[config.mk]
export PLATFORM = sky130hd
export DESIGN_NAME = button_debounce
export DESIGN_NICKNAME = d
export VERILOG_FILES = /design/src/rtl/button_debounce_pkg.sv /design/src/rtl/button_debounce_channel.sv /design/src/rtl/button_debounce.sv
export SDC_FILE = /design/constraint.sdc
export NUM_CORES = 1
export LEC_CHECK = 0
export CAP_MARGIN = 20
export CORE_MARGIN = 8
export CORE_UTILIZATION = 56
export DETAILED_ROUTE_END_ITERATION = 8
export PLACE_DENSITY = 0.88
export RECOVER_POWER = 25
export SLEW_MARGIN = 20
export SYNTH_ARGS = -nofsm -noshare
export SYNTH_HDL_FRONTEND = slang
export SYNTH_HIERARCHICAL = 1
export SYNTH_SLANG_ARGS = --single-unit
export TNS_END_PERCENT = 10
[constraint.sdc]
create_clock -name clk -period 2.2 [get_ports clk]
set_input_delay 0.22 -clock clk [delete_from_list [all_inputs] [get_ports clk]]
set_output_delay 0.22 -clock clk [all_outputs]
set_load 0.01 [all_outputs]
[src/rtl/button_debounce_pkg.sv]
// Shared constants and long-press state encoding for the pushbutton conditioner.
// Imported by every button_debounce file.
package button_debounce_pkg;

    localparam int unsigned LOG2DEBOUNCE_DEFAULT = 16;
    localparam int unsigned LOG2LONG_DEFAULT     = 23;
    localparam int unsigned PRESS_COUNT_W        = 8;

    typedef logic [1:0] hold_state_t;

    localparam hold_state_t StReleased = 2'd0;
    localparam hold_state_t StPressed  = 2'd1;
    localparam hold_state_t StHeld     = 2'd2;

endpackage

[src/rtl/button_debounce_channel.sv]
// One button channel: 2-flop synchronizer, debounce counter, long-press FSM,
// and the registered single-cycle press/release/long pulses.
module debounce_channel
    import button_debounce_pkg::*;
#(
    parameter int unsigned LOG2DEBOUNCE = LOG2DEBOUNCE_DEFAULT,
    parameter int unsigned LOG2LONG     = LOG2LONG_DEFAULT
) (
    input  logic clk,
    input  logic rst,
    input  logic din,
    output logic level,
    output logic rise,
    output logic fall,
    output logic long_press
);

    logic [1:0]              sync_q;
    logic [LOG2DEBOUNCE-1:0] cnt_q, cnt_d;
    logic                    level_q, level_d;
    logic                    rise_q, rise_d;
    logic                    fall_q, fall_d;
    logic                    long_q, long_d;
    hold_state_t             state_q, state_d;
    logic [LOG2LONG-1:0]     hold_q, hold_d;

    logic sample;
    assign sample = sync_q[1];

    // Any sample matching the current level aborts the window.
    always_comb begin
        cnt_d   = cnt_q;
        level_d = level_q;
        rise_d  = 1'b0;
        fall_d  = 1'b0;
        if (sample == level_q) begin
            cnt_d = '0;
        end else if (&cnt_q) begin
            cnt_d   = '0;
            level_d = ~level_q;
            rise_d  = sample;
            fall_d  = ~sample;
        end else begin
            cnt_d = cnt_q + 1'b1;
        end
    end

    always_comb begin
        state_d = state_q;
        hold_d  = hold_q;
        long_d  = 1'b0;
        case (state_q)
            StReleased: begin
                if (rise_d) begin
                    state_d = StPressed;
                    hold_d  = '0;
                end
            end
            StPressed: begin
                if (fall_d) begin
                    state_d = StReleased;
                    hold_d  = '0;
                end else if (&hold_q) begin
                    state_d = StHeld;
                    long_d  = 1'b1;
                end else begin
                    hold_d = hold_q + 1'b1;
                end
            end
            StHeld: begin
                if (fall_d) begin
                    state_d = StReleased;
                    hold_d  = '0;
                end
            end
            default: begin
                state_d = StReleased;
                hold_d  = '0;
            end
        endcase
    end

    always_ff @(posedge clk or posedge rst) begin
        if (rst) begin
            sync_q  <= '0;
            cnt_q   <= '0;
            level_q <= 1'b0;
            rise_q  <= 1'b0;
            fall_q  <= 1'b0;
            long_q  <= 1'b0;
            state_q <= StReleased;
            hold_q  <= '0;
        end else begin
            sync_q  <= {sync_q[0], din};
            cnt_q   <= cnt_d;
            level_q <= level_d;
            rise_q  <= rise_d;
            fall_q  <= fall_d;
            long_q  <= long_d;
            state_q <= state_d;
            hold_q  <= hold_d;
        end
    end

    assign level      = level_q;
    assign rise       = rise_q;
    assign fall       = fall_q;
    assign long_press = long_q;

endmodule

[src/rtl/button_debounce.sv]
// Pushbutton conditioner: polarity fix-up, per-channel debounce/long-press,
// and a modulo-256 count of press events.
module button_debounce
    import button_debounce_pkg::*;
#(
    parameter int unsigned     N_BTN           = 4,
    parameter logic [N_BTN-1:0] ACTIVE_LOW_MASK = 4'b1000,
    parameter int unsigned     LOG2DEBOUNCE    = LOG2DEBOUNCE_DEFAULT,
    parameter int unsigned     LOG2LONG        = LOG2LONG_DEFAULT
) (
    input  logic                     clk,
    input  logic                     rst,
    input  logic [N_BTN-1:0]         btn_raw,
    output logic [N_BTN-1:0]         btn_level,
    output logic [N_BTN-1:0]         btn_press,
    output logic [N_BTN-1:0]         btn_release,
    output logic [N_BTN-1:0]         btn_long,
    output logic                     any_pressed,
    output logic [PRESS_COUNT_W-1:0] press_count
);

    logic [N_BTN-1:0]         btn_logical;
    logic [PRESS_COUNT_W-1:0] press_inc;
    logic [PRESS_COUNT_W-1:0] count_q;

    assign btn_logical = btn_raw ^ ACTIVE_LOW_MASK;

    for (genvar i = 0; i < N_BTN; i++) begin : g_chan
        debounce_channel #(
            .LOG2DEBOUNCE(LOG2DEBOUNCE),
            .LOG2LONG    (LOG2LONG)
        ) u_chan (
            .clk       (clk),
            .rst       (rst),
            .din       (btn_logical[i]),
            .level     (btn_level[i]),
            .rise      (btn_press[i]),
            .fall      (btn_release[i]),
            .long_press(btn_long[i])
        );
    end

    always_comb begin
        press_inc = '0;
        for (int i = 0; i < N_BTN; i++) begin
            press_inc = press_inc + {{(PRESS_COUNT_W-1){1'b0}}, btn_press[i]};
        end
    end

    always_ff @(posedge clk or posedge rst) begin
        if (rst) begin
            count_q <= '0;
        end else begin
            count_q <= count_q + press_inc;
        end
    end

    assign press_count = count_q;
    assign any_pressed = |btn_level;

endmodule

Word level (Yosys, flattened, before mapping)
Index checks and enable logic that the tools add are counted.
- flip-flop bits (word level): 196
- output and inout port bits: 25
- logic and storage cells: 187
- bitwise logic cells: 13
- reduce and logical (&&, ||, !) cells: 25
- muxes and demuxes: 76
- add/subtract/negate cells: 12
- equality and inequality tests: 28
- operators with widths (cell ; number):
    23-bit 2-to-1 mux ; 16
    23-bit case mux with 3 select lines ; 4
    16-bit 2-to-1 mux ; 8
    23-bit by 1-bit adder with 23-bit output (second input constant) ; 4
    23-bit AND reduction ; 4
    17-bit AND reduction ; 4
    16-bit by 1-bit adder with 16-bit output (second input constant) ; 4
    16-bit AND reduction ; 4
    2-bit 2-to-1 mux ; 16
    1-bit 2-to-1 mux ; 28
    2-bit case mux with 3 select lines ; 4
    3-bit AND reduction ; 8
    2-bit by 1-bit inequality test with 1-bit output (second input constant) ; 8
    1-bit inverter ; 13
    3-bit by 1-bit inequality test with 1-bit output (second input constant) ; 4
    3-bit by 2-bit inequality test with 1-bit output (second input constant) ; 4
    8-bit by 4-bit adder with 8-bit output ; 1
    2-bit by 1-bit equality test with 1-bit output (second input constant) ; 4
    2-bit equality test (second input constant) ; 4
    2-bit zero test ; 4
    3-bit by 1-bit adder with 4-bit output ; 1
    1-bit equality test ; 4
    4-bit OR reduction ; 1
    2-bit by 1-bit adder with 3-bit output ; 1
    1-bit by 1-bit adder with 2-bit output ; 1

Depth between registers and ports, before layout
- depth after elaboration: 5
- gate-level depth with buffers: 10

Cells and area by module
Netlist, hierarchy kept.
- modules (own cells, without submodules) (module ; times used ; cells each ; seq. area each (um^2) ; area each (um^2)):
    debounce_channel at g_chan[0].u_chan ... ; 2 ; 252 ; 1176.1 ; 2316.0
    debounce_channel at g_chan[3].u_chan ; 1 ; 254 ; 1176.1 ; 2481.1
    debounce_channel at g_chan[1].u_chan ; 1 ; 250 ; 1176.1 ; 2388.5
    button_debounce ; 1 ; 33 ; 200.2 ; 404.1

Least setup slack after synthesis
Ideal clock, no wire load.
- path kind: reg-to-reg
- start point: reg g_chan[1].u_chan.hold_q[0]
- end point: reg g_chan[1].u_chan.hold_q[7]
- setup slack: -0.135 ns
- required time: 2.136 ns
- arrival time: 2.271 ns
- path buffers: 1
- cell stages (with the launch flop): 9
- path through: dfrtp_1 > ha_1 > nand3_1 > or4_4 > or4_4 > a21oi_4 > or2_1 > buf_6 > a221o_2
- word-level cells in the longest chain between the ends: 4
- elaborated cells on any way between the ends: 7
- classes of those cells: add/sub: 1; eq/ne: 1; mux: 3; reduce/logical: 2
- RTL lines (element ; line ; source):
    start: declaration ; button_debounce_channel.sv:25 ; logic [LOG2LONG-1:0] hold_q, hold_d;
    start signal: assignment ; button_debounce_channel.sv:101 ; hold_q <= hold_d;
    23-bit by 1-bit adder with 23-bit output ; button_debounce_channel.sv:67 ; hold_d = hold_q + 1'b1;
    23-bit 2-to-1 mux ; button_debounce_channel.sv:63 ; end else if (&hold_q) begin
    23-bit 2-to-1 mux ; button_debounce_channel.sv:60 ; if (fall_d) begin
    23-bit case mux with 3 select lines ; button_debounce_channel.sv:52 ; case (state_q)
Parallel ways exist; a longest one is shown, timed or not. The select of a mux whose other input is x is not followed.
A chain may end at the register's enable or synchronous reset.

Final worst setup path
- start point: reg g_chan[1].u_chan.hold_q[18]
- end point: reg g_chan[1].u_chan.hold_q[12]
- word-level cells in the longest chain between the ends: 3
- RTL lines (element ; line):
    23-bit AND reduction ; button_debounce_channel.sv:63
    3-bit by 2-bit inequality test with 1-bit output (no line) ; -
    3-bit AND reduction (no line) ; -
Every way passes these cells.

==> metrics.md <==
| Metric | Value |
|---|---|
| Syn Inst Count | 1041 |
| Crit path DAT | 2.63 ns |
| Pin count of the biggest net entering global routing | 48 |
| Maximum clock path buffer count | 2 |
| Period minus WS final | 2.25 ns |
| Largest cells by area after synthesis | dfrtp_1 50%, nor2_1 5.2%, nand3_1 3.7% |
| Power share of the combinational group | 2.7% |
| Residual DRC | 0 |
| Final worst slack | -0.0483 ns |
| Chip Width | 149 um |
| CTS buffer count | 17 |
| Critical path type | reg2reg |
| Total power | ~6.8 mW |
| Synth-to-Final Area Change | 20.0% |
| Slew HR | 23.6% |
| Final Skew | 0.00755 ns |
| Slew Viols, Final | 0 |
| Failing checks | setup timing |
| Sequential area share after synthesis | between 40% and 50% |
| Fillers | 1224 |
| Clock Latency Late Sink | approximately 0.44 ns |
| Most frequent cells in the layout | 194 x dfrtp_1, 135 x nor2_1, 104 x buf_4, 81 x nand2_1 |
| CTS tree | yes |
| TritonRoute pass-1 iters | 6 |
| Rows | 48 |
| Core Region | 17300 um2 |
| P_leak | 5.27 nW |
| Post-synth ARST share | 100% |
| VDD IR max | 0.631 mV |
| Startpoint types | flip-flop |
| Clk root buf | clkbuf_16 |
| Clock share of power | 43.7% |
| Worst Hold End | g_chan[2].u_chan/sync_q[0]$_DFF_PP0_ |
| Yosys warning count | 6 |
| Die Span Y | around 150 um |
| Initial DRC count | 885 |
| Sw power | 1.43 mW |
| Worst-Margin Slew | about 1.1 ns |
| Crit path max fanout | 4 |
| FMAX | roughly 440 MHz |
| Flop pwr share | ~54% |
| Final setup vio count | 14 |
| Final Hold Viols | 0 |
| Reg2reg setup slack | -0.05 ns |
| Detailed Place HPWL | 16200 um |
| RSZ-0062 raised after global routing | true |
| Total track usage | between 20% and 30% |
| Die ar. | approximately 22000 um2 |
| Design area | 11900 um2 |
| Ports | 31 |
| Vias in the first global route | a little under 9000 |
| Critical Path RT | ~2.6 ns |
| Sinks on the clock net | 196 |
| EDFF count, synth | 0 |
| Reg-to-reg endpoint | g_chan[1].u_chan/hold_q[12]$_DFFE_PP0P_ |
| Cell area after synthesis | 9910 um2 |
| Hold WC Path Type | in2reg |
| Max Cap Viol | 0 |
| Total global routing overflow | 0 |
| Synth area leader | dfrtp_1 |
| Status | finished with violations |
| Share of layout cells above drive strength 1 | 17.1% |
| NumNets Final | 1190 |
| Worst setup EP type | flip-flop |
| # port buffers | 30 |
| Wire per inst | 17.5 um |
| Via count | around 8800 |
| R2R depth | 7 |
| Layout Cells excl Fill | 1407 |
| Yosys reg bits | roughly 200 |
| Reg2Reg Launch Point | g_chan[1].u_chan/hold_q[18]$_DFFE_PP0P_ |
| Sw frac | roughly a fifth |
| Leading cell type in the layout, fill and taps excluded | dfrtp_1 |
| Reg clk slew, reported paths | 0.07 ns |
| Placed cells | approximately 1400 |
| CTS H-tree depth | 4 |
| Final wirelength | 24600 um |
| Area after DPL | between 10000 and 15000 um2 |
| # diodes | 0 |
| Post-DRT Antenna Nets | 0 |
| Mean Syn Cell Area | 9.52 um2 |
| Initial Util | a little under three fifths |
| Final period utilization | 102% |
| First-pass GRT wire length | 40600 um |
| Worst hold slack | around 0.34 ns |
| HP Start | btn_raw[2] |
| Final GP Congestion | between 0.8 and 0.9 |
| WHS Path Cells | 1 |
| Pwr per Cell Area | 573 nW/um2 |
| Post-route setup TNS | -0.288 ns |
| Syn_nets | approximately 1100 |
| Distinct cells, synth | 70 |
| Main synth FF type | dfrtp_1 |
| Via/cell ratio | between 6 and 7 |
| Int Pwr | 5.38 mW |
| Top-area cell type share of the netlist area | 49.5% |
| Initial antenna violation count | 0 |
[cell type report]
type	count	area [um2]	area share, %
clock buffers	25	505	4.25
clock inverters	4	47.5	0.400
inverters	32	120	1.01
multi-input cells	783	4840	40.7
flip-flops and latches	196	4910	41.3
well taps	225	282	2.37
repair buffers	142	1190	10.0
[cell families after synthesis]
| family | count (synthesis) | share of synthesized area [%] |
|---|---|---|
| flip-flops | 196 | 49.5 |
| multiplexers | 5 | 0.556 |
| AO/OA/AOI/OAI | 215 | 14.0 |
| buffers and inverters | 62 | 3.26 |
| AND/OR/NAND/NOR | 486 | 25.2 |
| XOR/XNOR | 65 | 5.75 |
| adder cells (fa/ha/maj) | 12 | 1.74 |
[metrics by stage]
step / util [%] / worst slack, ns
2_1_floorplan: - / -0.110
3_3_place_gp: 64.6 / -0.0131
3_5_place_dp: 64.6 / -0.121
4_1_cts: 67.9 / -0.0518
5_1_grt: 68.7 / -0.106
6_report: 68.7 / -0.0483
[critical path: stages (launching register included)]
cell	delay (ns)
dfrtp_1	0.37
nand4_1	0.21
or3_1	0.43
or4_4	0.58
a21oi_4	0.15
or2_1	0.16
buf_4	0.15
a221o_2	0.15
[per-layer routing]
layer	vias to the layer above	global-route usage [%]	wire (um)
li1	4007	-	-
met1	4343	27.8	10300
met2	364	36.7	12200
met3	63	4.40	1430
met4	0	9.64	657
met5	-	0	0
[timing repair]
item | 4_1_cts | 5_1_grt
setup endpoints to repair | 23 | 82
hold buffers | 0 | 0
cloned | 0 | 0
buffers inserted | 0 | 2
gates resized for setup | 4 | 32
pin swaps | 5 | 14
[Yosys cell counts (all sizes together), types with 4 or more instances]
library cell    n
a31oi          34
xor2           39
xnor2          26
o21ai          82
dfrtp         196
nand2b          9
a221o           5
mux2            4
a41oi           5
o31ai           4
and2            9
a22o            6
or4            10
a21o           12
or2             4
buf            24
nand2          82
clkbuf          6
inv            32
ha              9
nor3           28
nand4          39
nor2b           8
or3            15
a21oi          37
nor4            8
and3           36
o22a            4
and4           13
nor2          142
nand3          74
o211ai          6
[power by group through the flow]
| stage | logic, mW | clock network (mW) | registers, mW |
|---|---|---|---|
| finish | 0.181 | 2.97 | 3.65 |
| global route | 0.208 | 3.17 | 3.65 |
| CTS | 0.188 | 3.02 | 3.65 |
| detailed placement | 0.186 | 0 | 3.72 |
| global placement | 0.180 | 0 | 3.72 |
| floorplan | 0.101 | 0 | 3.71 |
[worst max path at each step]
stage | from | slack (ns) | endpoint | depth (start not counted)
after global routing | g_chan[1].u_chan/hold_q[21]$_DFFE_PP0P_ | -0.11 | g_chan[1].u_chan/hold_q[21]$_DFFE_PP0P_ | 7
after detailed placement | g_chan[1].u_chan/hold_q[1]$_DFFE_PP0P_ | -0.12 | g_chan[1].u_chan/hold_q[6]$_DFFE_PP0P_ | 8
final | g_chan[1].u_chan/hold_q[18]$_DFFE_PP0P_ | -0.05 | g_chan[1].u_chan/hold_q[12]$_DFFE_PP0P_ | 7
after floorplan | g_chan[1].u_chan/cnt_q[0]$_DFF_PP0_ | -0.11 | g_chan[1].u_chan/hold_q[12]$_DFFE_PP0P_ | 9
after global placement | g_chan[1].u_chan/hold_q[0]$_DFFE_PP0P_ | -0.01 | g_chan[1].u_chan/hold_q[7]$_DFFE_PP0P_ | 8
after CTS | g_chan[1].u_chan/hold_q[1]$_DFFE_PP0P_ | -0.05 | g_chan[1].u_chan/hold_q[5]$_DFFE_PP0P_ | 8
[state kept, by name (all words and copies together) (netlist names)]
name and count:
g_chan.u_chan/hold_q 92, g_chan.u_chan/cnt_q 64, g_chan.u_chan/state_q 8, g_chan.u_chan/sync_q 8, press_count 8, g_chan.u_chan/fall 4, g_chan.u_chan/level 4, g_chan.u_chan/long_press 4
g_chan.u_chan/rise 4
Power figures use the tool's default switching activity.
